[config.mk]
export PLATFORM = sky130hd
export DESIGN_NAME = sr_drive_sequencer_flat
export DESIGN_NICKNAME = d
export VERILOG_FILES = /design/src/rtl/sr_pkg.sv /design/src/rtl/sr_drive_sequencer_if.sv /design/src/rtl/sr_pulse_timer.sv /design/src/rtl/sr_drive_sequencer.sv /design/src/flat_wrapper.sv
export SDC_FILE = /design/constraint.sdc
export NUM_CORES = 1
export LEC_CHECK = 0
export CAP_MARGIN = 20
export CORE_AREA = 8 8 55 80
export CTS_CLUSTER_DIAMETER = 120
export CTS_CLUSTER_SIZE = 8
export DETAILED_ROUTE_END_ITERATION = 6
export DIE_AREA = 0 0 63 88
export PLACE_DENSITY = 0.71
export SLEW_MARGIN = 15
export SYNTH_ARGS = -nofsm -noshare
export SYNTH_HDL_FRONTEND = slang
export SYNTH_SLANG_ARGS = --single-unit
export TNS_END_PERCENT = 5
[constraint.sdc]
create_clock -name Clk -period 1.8 [get_ports Clk]
set_input_delay 0.18 -clock Clk [delete_from_list [all_inputs] [get_ports Clk]]
set_output_delay 0.18 -clock Clk [all_outputs]
set_load 0.005 [all_outputs]
[src/rtl/sr_pkg.sv]
// sr_pkg: shared types and helpers for the S/R drive sequencer.
//   sr_state_t : sequencer FSM states
//   SR_CNT_W   : width of the pulse/gap interval counter
//   sr_masks() : per-channel set/reset decision from target and shadow state
package sr_pkg;

  typedef enum logic [1:0] {
    IDLE  = 2'd0,
    PULSE = 2'd1,
    GAP   = 2'd2
  } sr_state_t;

  localparam int SR_CNT_W = 8;

  typedef struct packed {
    logic set_m;
    logic rst_m;
  } sr_mask_t;

  // Set only bits going 0->1, reset only bits going 1->0. The two results
  // cannot both be 1 for the same channel, which is what keeps S=R=1 away
  // from the flop bank.
  function automatic sr_mask_t sr_masks(input logic target, input logic shadow);
    sr_mask_t m;
    m.set_m = target & ~shadow;
    m.rst_m = ~target & shadow;
    return m;
  endfunction

endpackage

[src/rtl/sr_drive_sequencer_if.sv]
// sr_drive_sequencer_if: request handshake between control logic and the
// sequencer.
//   req_valid  : requester has a target state to apply
//   req_target : requested Q state per channel (N bits)
//   req_ready  : sequencer idle and able to accept
// Modports: master = requester, slave = sequencer.
interface sr_drive_sequencer_if #(
  parameter int N = 4
);
  logic         req_valid;
  logic [N-1:0] req_target;
  logic         req_ready;

  modport master (output req_valid, output req_target, input req_ready);
  modport slave  (input req_valid, input req_target, output req_ready);
endinterface

[src/rtl/sr_pulse_timer.sv]
// sr_pulse_timer: 8-bit loadable down-counter timing both the PULSE and GAP
// intervals. Counts down to zero and parks there until reloaded.
//   Clk, Rst  : clock, asynchronous active-high reset
//   load      : load load_val this cycle (wins over counting)
//   load_val  : value to load
//   value     : current count
//   zero      : registered flag, high when value is zero
module sr_pulse_timer
  import sr_pkg::*;
(
  input  logic                Clk,
  input  logic                Rst,
  input  logic                load,
  input  logic [SR_CNT_W-1:0] load_val,
  output logic [SR_CNT_W-1:0] value,
  output logic                zero
);

  // Counter and its zero flag; the flag is computed one step ahead so it
  // is a flop output rather than a comparator on value.
  always_ff @(posedge Clk or posedge Rst) begin
    if (Rst) begin
      value <= {SR_CNT_W{1'b0}};
      zero  <= 1'b1;
    end else if (load) begin
      value <= load_val;
      zero  <= (load_val == {SR_CNT_W{1'b0}});
    end else if (!zero) begin
      value <= value - {{(SR_CNT_W-1){1'b0}}, 1'b1};
      zero  <= (value == {{(SR_CNT_W-1){1'b0}}, 1'b1});
    end else begin
      value <= value;
      zero  <= zero;
    end
  end

endmodule

[src/rtl/sr_drive_sequencer.sv]
// sr_drive_sequencer: accepts target states for N S/R flops and drives
// time-qualified S/R pulses (PULSE_CYCLES long, then GAP_CYCLES idle) that
// never assert S and R on the same bit; keeps a shadow of expected Q.
//   Clk, Rst  : clock, asynchronous active-high reset
//   bus       : request handshake (slave modport)
//   S, R      : registered set/reset drive to the flop bank
//   busy      : high in PULSE or GAP
//   done      : one-cycle pulse when a request completes
//   shadow_q  : registered expected flop state
// Optional build macro SR_READBACK_EN adds Q_fb (flop bank feedback) and
// fb_err (sticky readback mismatch flag).
module sr_drive_sequencer
  import sr_pkg::*;
#(
  parameter int N            = 4,
  parameter int PULSE_CYCLES = 2,
  parameter int GAP_CYCLES   = 1
) (
  input  logic                      Clk,
  input  logic                      Rst,
  sr_drive_sequencer_if.slave       bus,
  output logic [N-1:0]              S,
  output logic [N-1:0]              R,
  output logic                      busy,
  output logic                      done,
  output logic [N-1:0]              shadow_q
`ifdef SR_READBACK_EN
  ,
  input  logic [N-1:0]              Q_fb,
  output logic                      fb_err
`endif
);

  if (N < 1 || PULSE_CYCLES < 1 || PULSE_CYCLES > 255 ||
      GAP_CYCLES < 0 || GAP_CYCLES > 255) begin : g_param_check
    $error("sr_drive_sequencer: parameter out of legal range");
  end

  localparam logic                HAS_GAP    = (GAP_CYCLES > 0);
  localparam logic [SR_CNT_W-1:0] PULSE_LOAD = SR_CNT_W'(PULSE_CYCLES - 1);
  localparam logic [SR_CNT_W-1:0] GAP_LOAD   = HAS_GAP ? SR_CNT_W'(GAP_CYCLES - 1)
                                                       : {SR_CNT_W{1'b0}};

  sr_state_t           state_r, state_s;
  logic [N-1:0]        tgt_r, tgt_s;
  logic [N-1:0]        set_s, rst_s;
  logic [N-1:0]        s_s, r_s, shadow_s;
  logic                done_s, chk_r, chk_s, ready_r;
  logic                ld_s;
  logic [SR_CNT_W-1:0] ld_val_s, cnt_value_s;
  logic                cnt_zero_s, cnt_last_s;

  sr_pulse_timer u_timer (
    .Clk      (Clk),
    .Rst      (Rst),
    .load     (ld_s),
    .load_val (ld_val_s),
    .value    (cnt_value_s),
    .zero     (cnt_zero_s)
  );

  // An interval ends only when flag and count agree, so a single upset in
  // either counter flop cannot cut a pulse short.
  assign cnt_last_s    = cnt_zero_s & ~(|cnt_value_s);
  assign bus.req_ready = ready_r;

  // Per-channel set/reset masks for the presented target.
  always_comb begin
    sr_mask_t m;
    set_s = {N{1'b0}};
    rst_s = {N{1'b0}};
    for (int i = 0; i < N; i++) begin
      m        = sr_masks(bus.req_target[i], shadow_q[i]);
      set_s[i] = m.set_m;
      rst_s[i] = m.rst_m;
    end
  end

  // Next-state, next-output and timer-load decode.
  always_comb begin
    state_s  = state_r;
    tgt_s    = tgt_r;
    s_s      = S;
    r_s      = R;
    shadow_s = shadow_q;
    done_s   = 1'b0;
    chk_s    = 1'b0;
    ld_s     = 1'b0;
    ld_val_s = {SR_CNT_W{1'b0}};
    case (state_r)
      IDLE: begin
        s_s = {N{1'b0}};
        r_s = {N{1'b0}};
        if (bus.req_valid && ready_r) begin
          tgt_s = bus.req_target;
          if ((set_s | rst_s) == {N{1'b0}}) begin
            done_s = 1'b1;
          end else begin
            s_s      = set_s;
            r_s      = rst_s;
            state_s  = PULSE;
            ld_s     = 1'b1;
            ld_val_s = PULSE_LOAD;
          end
        end else begin
          state_s = IDLE;
        end
      end
      PULSE: begin
        if (cnt_last_s) begin
          s_s   = {N{1'b0}};
          r_s   = {N{1'b0}};
          chk_s = 1'b1;
          if (HAS_GAP) begin
            state_s  = GAP;
            ld_s     = 1'b1;
            ld_val_s = GAP_LOAD;
          end else begin
            state_s  = IDLE;
            shadow_s = tgt_r;
            done_s   = 1'b1;
          end
        end else begin
          state_s = PULSE;
        end
      end
      GAP: begin
        s_s = {N{1'b0}};
        r_s = {N{1'b0}};
        if (cnt_last_s) begin
          state_s  = IDLE;
          shadow_s = tgt_r;
          done_s   = 1'b1;
        end else begin
          state_s = GAP;
        end
      end
      default: begin
        state_s = IDLE;
        s_s     = {N{1'b0}};
        r_s     = {N{1'b0}};
      end
    endcase
  end

  // State and registered outputs; reset clears S/R immediately.
  always_ff @(posedge Clk or posedge Rst) begin
    if (Rst) begin
      state_r  <= IDLE;
      tgt_r    <= {N{1'b0}};
      S        <= {N{1'b0}};
      R        <= {N{1'b0}};
      shadow_q <= {N{1'b0}};
      done     <= 1'b0;
      busy     <= 1'b0;
      ready_r  <= 1'b1;
      chk_r    <= 1'b0;
    end else begin
      state_r  <= state_s;
      tgt_r    <= tgt_s;
      S        <= s_s;
      R        <= r_s;
      shadow_q <= shadow_s;
      done     <= done_s;
      busy     <= (state_s != IDLE);
      ready_r  <= (state_s == IDLE);
      chk_r    <= chk_s;
    end
  end

`ifdef SR_READBACK_EN
  // Sticky readback check in the first cycle after the pulse ends.
  always_ff @(posedge Clk or posedge Rst) begin
    if (Rst) begin
      fb_err <= 1'b0;
    end else if (chk_r && (Q_fb != tgt_r)) begin
      fb_err <= 1'b1;
    end else begin
      fb_err <= fb_err;
    end
  end
`else
  logic unused_chk_s;
  assign unused_chk_s = chk_r;
`endif

endmodule

[src/flat_wrapper.sv]
// flat-port wrapper written by rule: the top's interface ports become plain ports
module sr_drive_sequencer_flat import sr_pkg::*;
#(
  parameter int N            = 4,
  parameter int PULSE_CYCLES = 2,
  parameter int GAP_CYCLES   = 1
)
  (Clk, Rst, S, R, busy, done, shadow_q, bus_req_valid, bus_req_target, bus_req_ready);
  sr_drive_sequencer_if #(.N(N)) bus_i ();
  input  logic Clk;
  input  logic Rst;
  output logic [N-1:0] S;
  output logic [N-1:0] R;
  output logic busy;
  output logic done;
  output logic [N-1:0] shadow_q;
  input wire logic [$bits(bus_i.req_valid)-1:0] bus_req_valid;
  input wire logic [$bits(bus_i.req_target)-1:0] bus_req_target;
  output wire logic [$bits(bus_i.req_ready)-1:0] bus_req_ready;
  assign bus_i.req_valid = bus_req_valid;
  assign bus_i.req_target = bus_req_target;
  assign bus_req_ready = bus_i.req_ready;
  sr_drive_sequencer #(.N(N), .PULSE_CYCLES(PULSE_CYCLES), .GAP_CYCLES(GAP_CYCLES)) u_core (.Clk(Clk), .Rst(Rst), .bus(bus_i), .S(S), .R(R), .busy(busy), .done(done), .shadow_q(shadow_q));
endmodule
After elaboration in Yosys (flattened, before gate mapping)
Index checks and enable logic that the tools add are counted.

storage, ports and cells
  bits of input ports = 7
  output and inout bits = 15
  logic and storage cells = 70
  bits in registers = 30

cells by class
  add/sub/neg operators = 1
  eq/ne operators = 5
  reductions and logical operators = 9
  muxes and demuxes = 26
  bitwise logic cells = 19

operator list
  operator                                              count
  2-to-1 mux 8 bit                                      4
  2-to-1 mux 4 bit                                      5
  case mux 4 bit (2 select lines)                       2
  AND 1 bit                                             9
  inverter 1 bit                                        9
  equality test 8 x 1 -> 1 bit (second input constant)  1
  logical NOT 8 bit                                     1
  2-to-1 mux 1 bit                                      8
  2-to-1 mux 2 bit                                      4
  OR reduction 8 bit                                    1
  subtractor 8 x 1 -> 8 bit (second input constant)     1
  case mux 2 bit (3 select lines)                       1
  logical NOT 2 bit                                     2
  logical NOT 4 bit                                     1
  != test 2 x 1 -> 1 bit (second input constant)        2
  OR 4 bit                                              1
  case mux 1 bit (2 select lines)                       2
  AND reduction 2 bit                                   2
  equality test 2 x 1 -> 1 bit (second input constant)  1
  equality test 2 bit (second input constant)           1
  nonzero test 2 bit                                    1
  logical AND 1 bit                                     1

Longest topological paths before layout
  depth in word-level cells = 9
  mapped depth = 6
  gate-level depth less buffers = 5

Hierarchy
Synthesis repeated with hierarchy kept, for this count alone.

second synthesis, totals
  cells, all modules = 139
  area total of the unflattened synthesis = 1561.5 um^2

modules (own cells, without submodules)
  module              area each (um^2)  times used  cells an instance  sequential area each (um^2)
  sr_drive_sequencer  1001.0            1           78                 526.8
  sr_pulse_timer      560.5             1           61                 226.5

Worst setup path after synthesis
No wires, ideal clock.

  kind = reg2reg
  start = register u_core.ready_r, in the netlist u_core.bus.req_ready
  end = register u_core.tgt_r[0]
  buffers on the path = 1
  required time = 1.675 ns
  path slack = -0.016 ns
  clock period less this slack = 1.816 ns
  library setup time = 0.125 ns
  stages on the path, launching flop included = 4
  arrival time = 1.691 ns
  cells stage by stage = dfstp_2 nor4bb_1 buf_2 mux2_2

between the ends
  longest elaborated chain between the ends = 2

ends and longest elaborated chain
  element                               line                       text
  start: declaration                    sr_drive_sequencer.sv:48   logic done_s, chk_r, chk_s, ready_r;
  start signal: assignment              sr_drive_sequencer.sv:166  ready_r <= (state_s == IDLE);
  logical AND 1 bit                     sr_drive_sequencer.sv:94   if (bus.req_valid && ready_r) begin
  AND reduction 2 bit (no source line)  --
  end signal: assignment                sr_drive_sequencer.sv:150  tgt_r <= {N{1'b0}};
  end signal: assignment                sr_drive_sequencer.sv:160  tgt_r <= tgt_s;
  end: declaration                      sr_drive_sequencer.sv:45   logic [N-1:0] tgt_r, tgt_s;

No other way between the ends.
A chain may end at the register's enable or synchronous reset.

Final worst setup path
  start = register u_core.u_timer.value[1]
  end = register u_core.shadow_q[2]

between the ends
  longest elaborated chain between the ends = 4

ends and longest elaborated chain
  element                               line                       text
  start: declaration                    sr_pulse_timer.sv:15       output logic [SR_CNT_W-1:0] value,
  start signal: assignment              sr_pulse_timer.sv:23       value <= {SR_CNT_W{1'b0}};
  start signal: assignment              sr_pulse_timer.sv:26       value <= load_val;
  start signal: assignment              sr_pulse_timer.sv:29       value <= value - {{(SR_CNT_W-1){1'b0}}, 1'b1};
  OR reduction 8 bit                    sr_drive_sequencer.sv:64   assign cnt_last_s = cnt_zero_s & ~(|cnt_value_s);
  inverter 1 bit                        sr_drive_sequencer.sv:64
  AND 1 bit                             sr_drive_sequencer.sv:64
  AND reduction 2 bit (no source line)  --
  end signal: assignment                sr_drive_sequencer.sv:153  shadow_q <= {N{1'b0}};
  end signal: assignment                sr_drive_sequencer.sv:163  shadow_q <= shadow_s;
  end: declaration                      sr_drive_sequencer.sv:26   output logic [N-1:0] shadow_q

No other way between the ends.

==> impl_results.md <==
- Worst VDD drop: 0.756 mV
- Relative slew slack: 75.1%
- Area leader, netlist: dfrtp_1
- Critical path type: reg2reg
- First-pass GRT wire length: 5280 um
- Initial core utilization: 44.1%
- Min-delay worst type: in2async
- P_leak: 0.000876 uW
- I/O pin count: 22
- Final setup viols: 0
- Clk slew on worst S/H paths: 0.07 ns
- Clock sink count: 30
- CTS root buf: clkbuf_8
- TritonCTS clock tree: done
- Endpoint of the worst register-to-register path: u_core.shadow_q[2]$_DFFE_PP0P_
- Synthesis-stage register bit count: 30
- Reg2Reg Setup Slack: 0.08 ns
- Top cells by count, synth: dfrtp_1 (28), inv_1 (13), ha_1 (11)
- Final period util: 95.7%
- Share of the synthesized area in the top cell type: 48.4%
- Met2 Track Usage GR: 21.5%
- DRT Wirelength: 3050 um
- TritonCTS buffer count: 5
- Gr usage total: 11.9%
- EDFF count, synth: 0
- Vertical die dimension: 88 um
- Outcome: finished clean
- Worst slew pin tran: 0.373 ns
- Postcts setup bufs: 0
- Syn avg cell area: 12.4 sq um
- Syn nets: 135
- Final GP Congestion: 0.762
- Share of layout cells above drive strength 1: 28.8%
- Most used DFF post-synth: dfrtp_1
- Die width: 63 um
- GRT met1 Usage: 11.8%
- Max-slew violation count: 0
- Most crowded layer after global routing: met2
- Final Hold Fails: 0
- Fmax: 581 MHz
- Via count: 1038
- Power per cell area: 1330 nW/um^2
- Critical R2R Launch: u_core.u_timer.value[1]$_DFFE_PP0P_
- Largest net degree at the start of global routing: 31
- Longest Clk Path Bufs: 2
- Fin util: 57.7%
- # DRC: 0
- Data required, critical path: 1.96 ns
- Met3 global-route usage: 3.59%
- Final Skew: 0.00618 ns
- Hpwl dp: 2280 um
- CP endpoint kind: flip-flop
- WL/cell: 15.4 um
- Area Overhead vs Synth: 30.8%
- Async set or reset register ratio after synthesis: 100%
- Remaining antenna violation count after routing: 0
- Synth Instances: 117
- Post-Syn Area: 1450 sq um
- Tmin final: 1.72 ns
- Row cnt: 26
- Final nets: 173
- Crit-path max FO: 5
- Die area: 5540 sq um
- Yosys warnings: 0
- Worst EP arrival: 1.88 ns
- H-tree levels: 2
- Worst skew pair latency: 0.28 ns
- RSZ-0062 raised after global routing: false
- Core region area: 3290 sq um
- Vias per cell: 5.24
- MaxCap Viol Count: 0
- Worst-case reg-to-reg path depth: 7
- Number of global-route vias before repair: 1132
- DR iter-0 viols: 17
- Top-count cell post-synth: dfrtp_1
- Router iterations before antenna repair: 4
- Placed cell area: 1780 sq um
- I/O Buffers: 21
- Post-synthesis sequential area ratio: 52.0%
- Initial antenna violation count: 0
- Top post-synthesis cells by area: dfrtp_1 (48%), ha_1 (9.5%), mux2_2 (6.2%)
- Synth unique cells: 35
- Diodes inserted: 0
- Setup crit start kind: flip-flop
- Fin area: 1900 sq um
- Remaining Overflow, GRT: 0
-- critical path: stages, from the launching register on --
cell,delay (ns)
dfrtp_1,0.38
inv_1,0.07
buf_4,0.14
ha_1,0.18
and4bb_2,0.26
nand3_1,0.09
buf_4,0.15
mux2_2,0.33
-- power by group --
group          internal [uW]  total, uW  switching [uW]
Clock                    308        548             240
Sequential               895       1080             183
Combinational            513        905             391
Total                   1720       2530             814
-- cells in the final DEF, fill, tap and decap left out, types with 2 or more instances in the layout --
cell type         n
a211oi_1          2
a211oi_2          4
a22o_1            8
buf_4            13
clkbuf_8          6
clkdlybuf4s50_1  21
dfrtp_1          28
dfstp_2           2
ha_1             11
inv_1            13
mux2_2            8
nor2_1            3
nor2b_1           2
nor3_1            2
o21ai_0           5
or3_1             3
or4_4             2
xor2_1            2
-- through the flow --
step           worst slack [ns]  setup TNS (ns)  hold slack (ns)  cells  power (uW)
6_report                 0.0783               0            0.273    198        2530
3_5_place_dp            -0.0841          -0.308            0.483    190        1960
3_3_place_gp            -0.0247         -0.0437            0.482    190        1920
4_1_cts                  0.0396               0            0.280    198        2540
2_1_floorplan            0.0999               0            0.269    117        1570
5_1_grt                 0.00207               0            0.320    198        2710
-- sequential cells by signal (all words and copies together) (netlist names) --
name                  count
u_core.shadow_q           4
u_core.bus.req_ready      1
u_core.R                  4
u_core.S                  4
u_core.u_timer.value      8
u_core.u_timer.zero       1
u_core.state_r            2
u_core.tgt_r              4
u_core.busy               1
u_core.done               1
-- layer usage --
metal / part of all wire [%] / wire length, um
met1: 40 / 1210
met4: 2.5 / 76
met2: 53 / 1620
met3: 4.7 / 142
met5: 0 / 0
-- worst max-delay path by stage --
stage / startpoint / end / slack (ns) / cells after the start
global placement: bus_req_target[0] / u_core.state_r[0]$_DFF_PP0_ / -0.02 / 6
global route: u_core.u_timer.value[1]$_DFFE_PP0P_ / u_core.shadow_q[2]$_DFFE_PP0P_ / 0.002 / 7
detailed placement: u_core.u_timer.value[1]$_DFFE_PP0P_ / u_core.u_timer.value[4]$_DFFE_PP0P_ / -0.08 / 5
CTS: u_core.u_timer.value[1]$_DFFE_PP0P_ / u_core.u_timer.value[4]$_DFFE_PP0P_ / 0.04 / 5
floorplan: u_core.u_timer.value[0]$_DFFE_PP0P_ / u_core.u_timer.value[6]$_DFFE_PP0P_ / 0.1 / 5
finish: u_core.u_timer.value[1]$_DFFE_PP0P_ / u_core.shadow_q[2]$_DFFE_PP0P_ / 0.08 / 7
-- cell families after synthesis --
logic type	after synthesis	share of synthesized area, %
adders and majority gates	11	9.50
DFF	30	52.0
and+or+nand+nor	24	11.7
muxes	8	6.22
AOI/OAI and AO/OA	26	13.8
xor gates and xnor gates	2	1.21
buffers and inverters	16	5.61
-- repair_timing --
action	CTS	global route
endpoints found under the setup margin	2	8
hold buffers	0	0
cloned	0	0
endpoints found under the hold margin	0	0
pin swaps	0	1
gates resized for setup	2	3
-- area by class of cell --
class / count / area, sq um
fill: 271 / 1390
sequential: 30 / 753
multi-input combinational: 71 / 642
timing repair buffer: 34 / 308
clock buffer: 7 / 86.3
tap: 42 / 52.6
inverter: 13 / 48.8
clock inverter: 1 / 5.00
(Power assumes the default switching activity.)
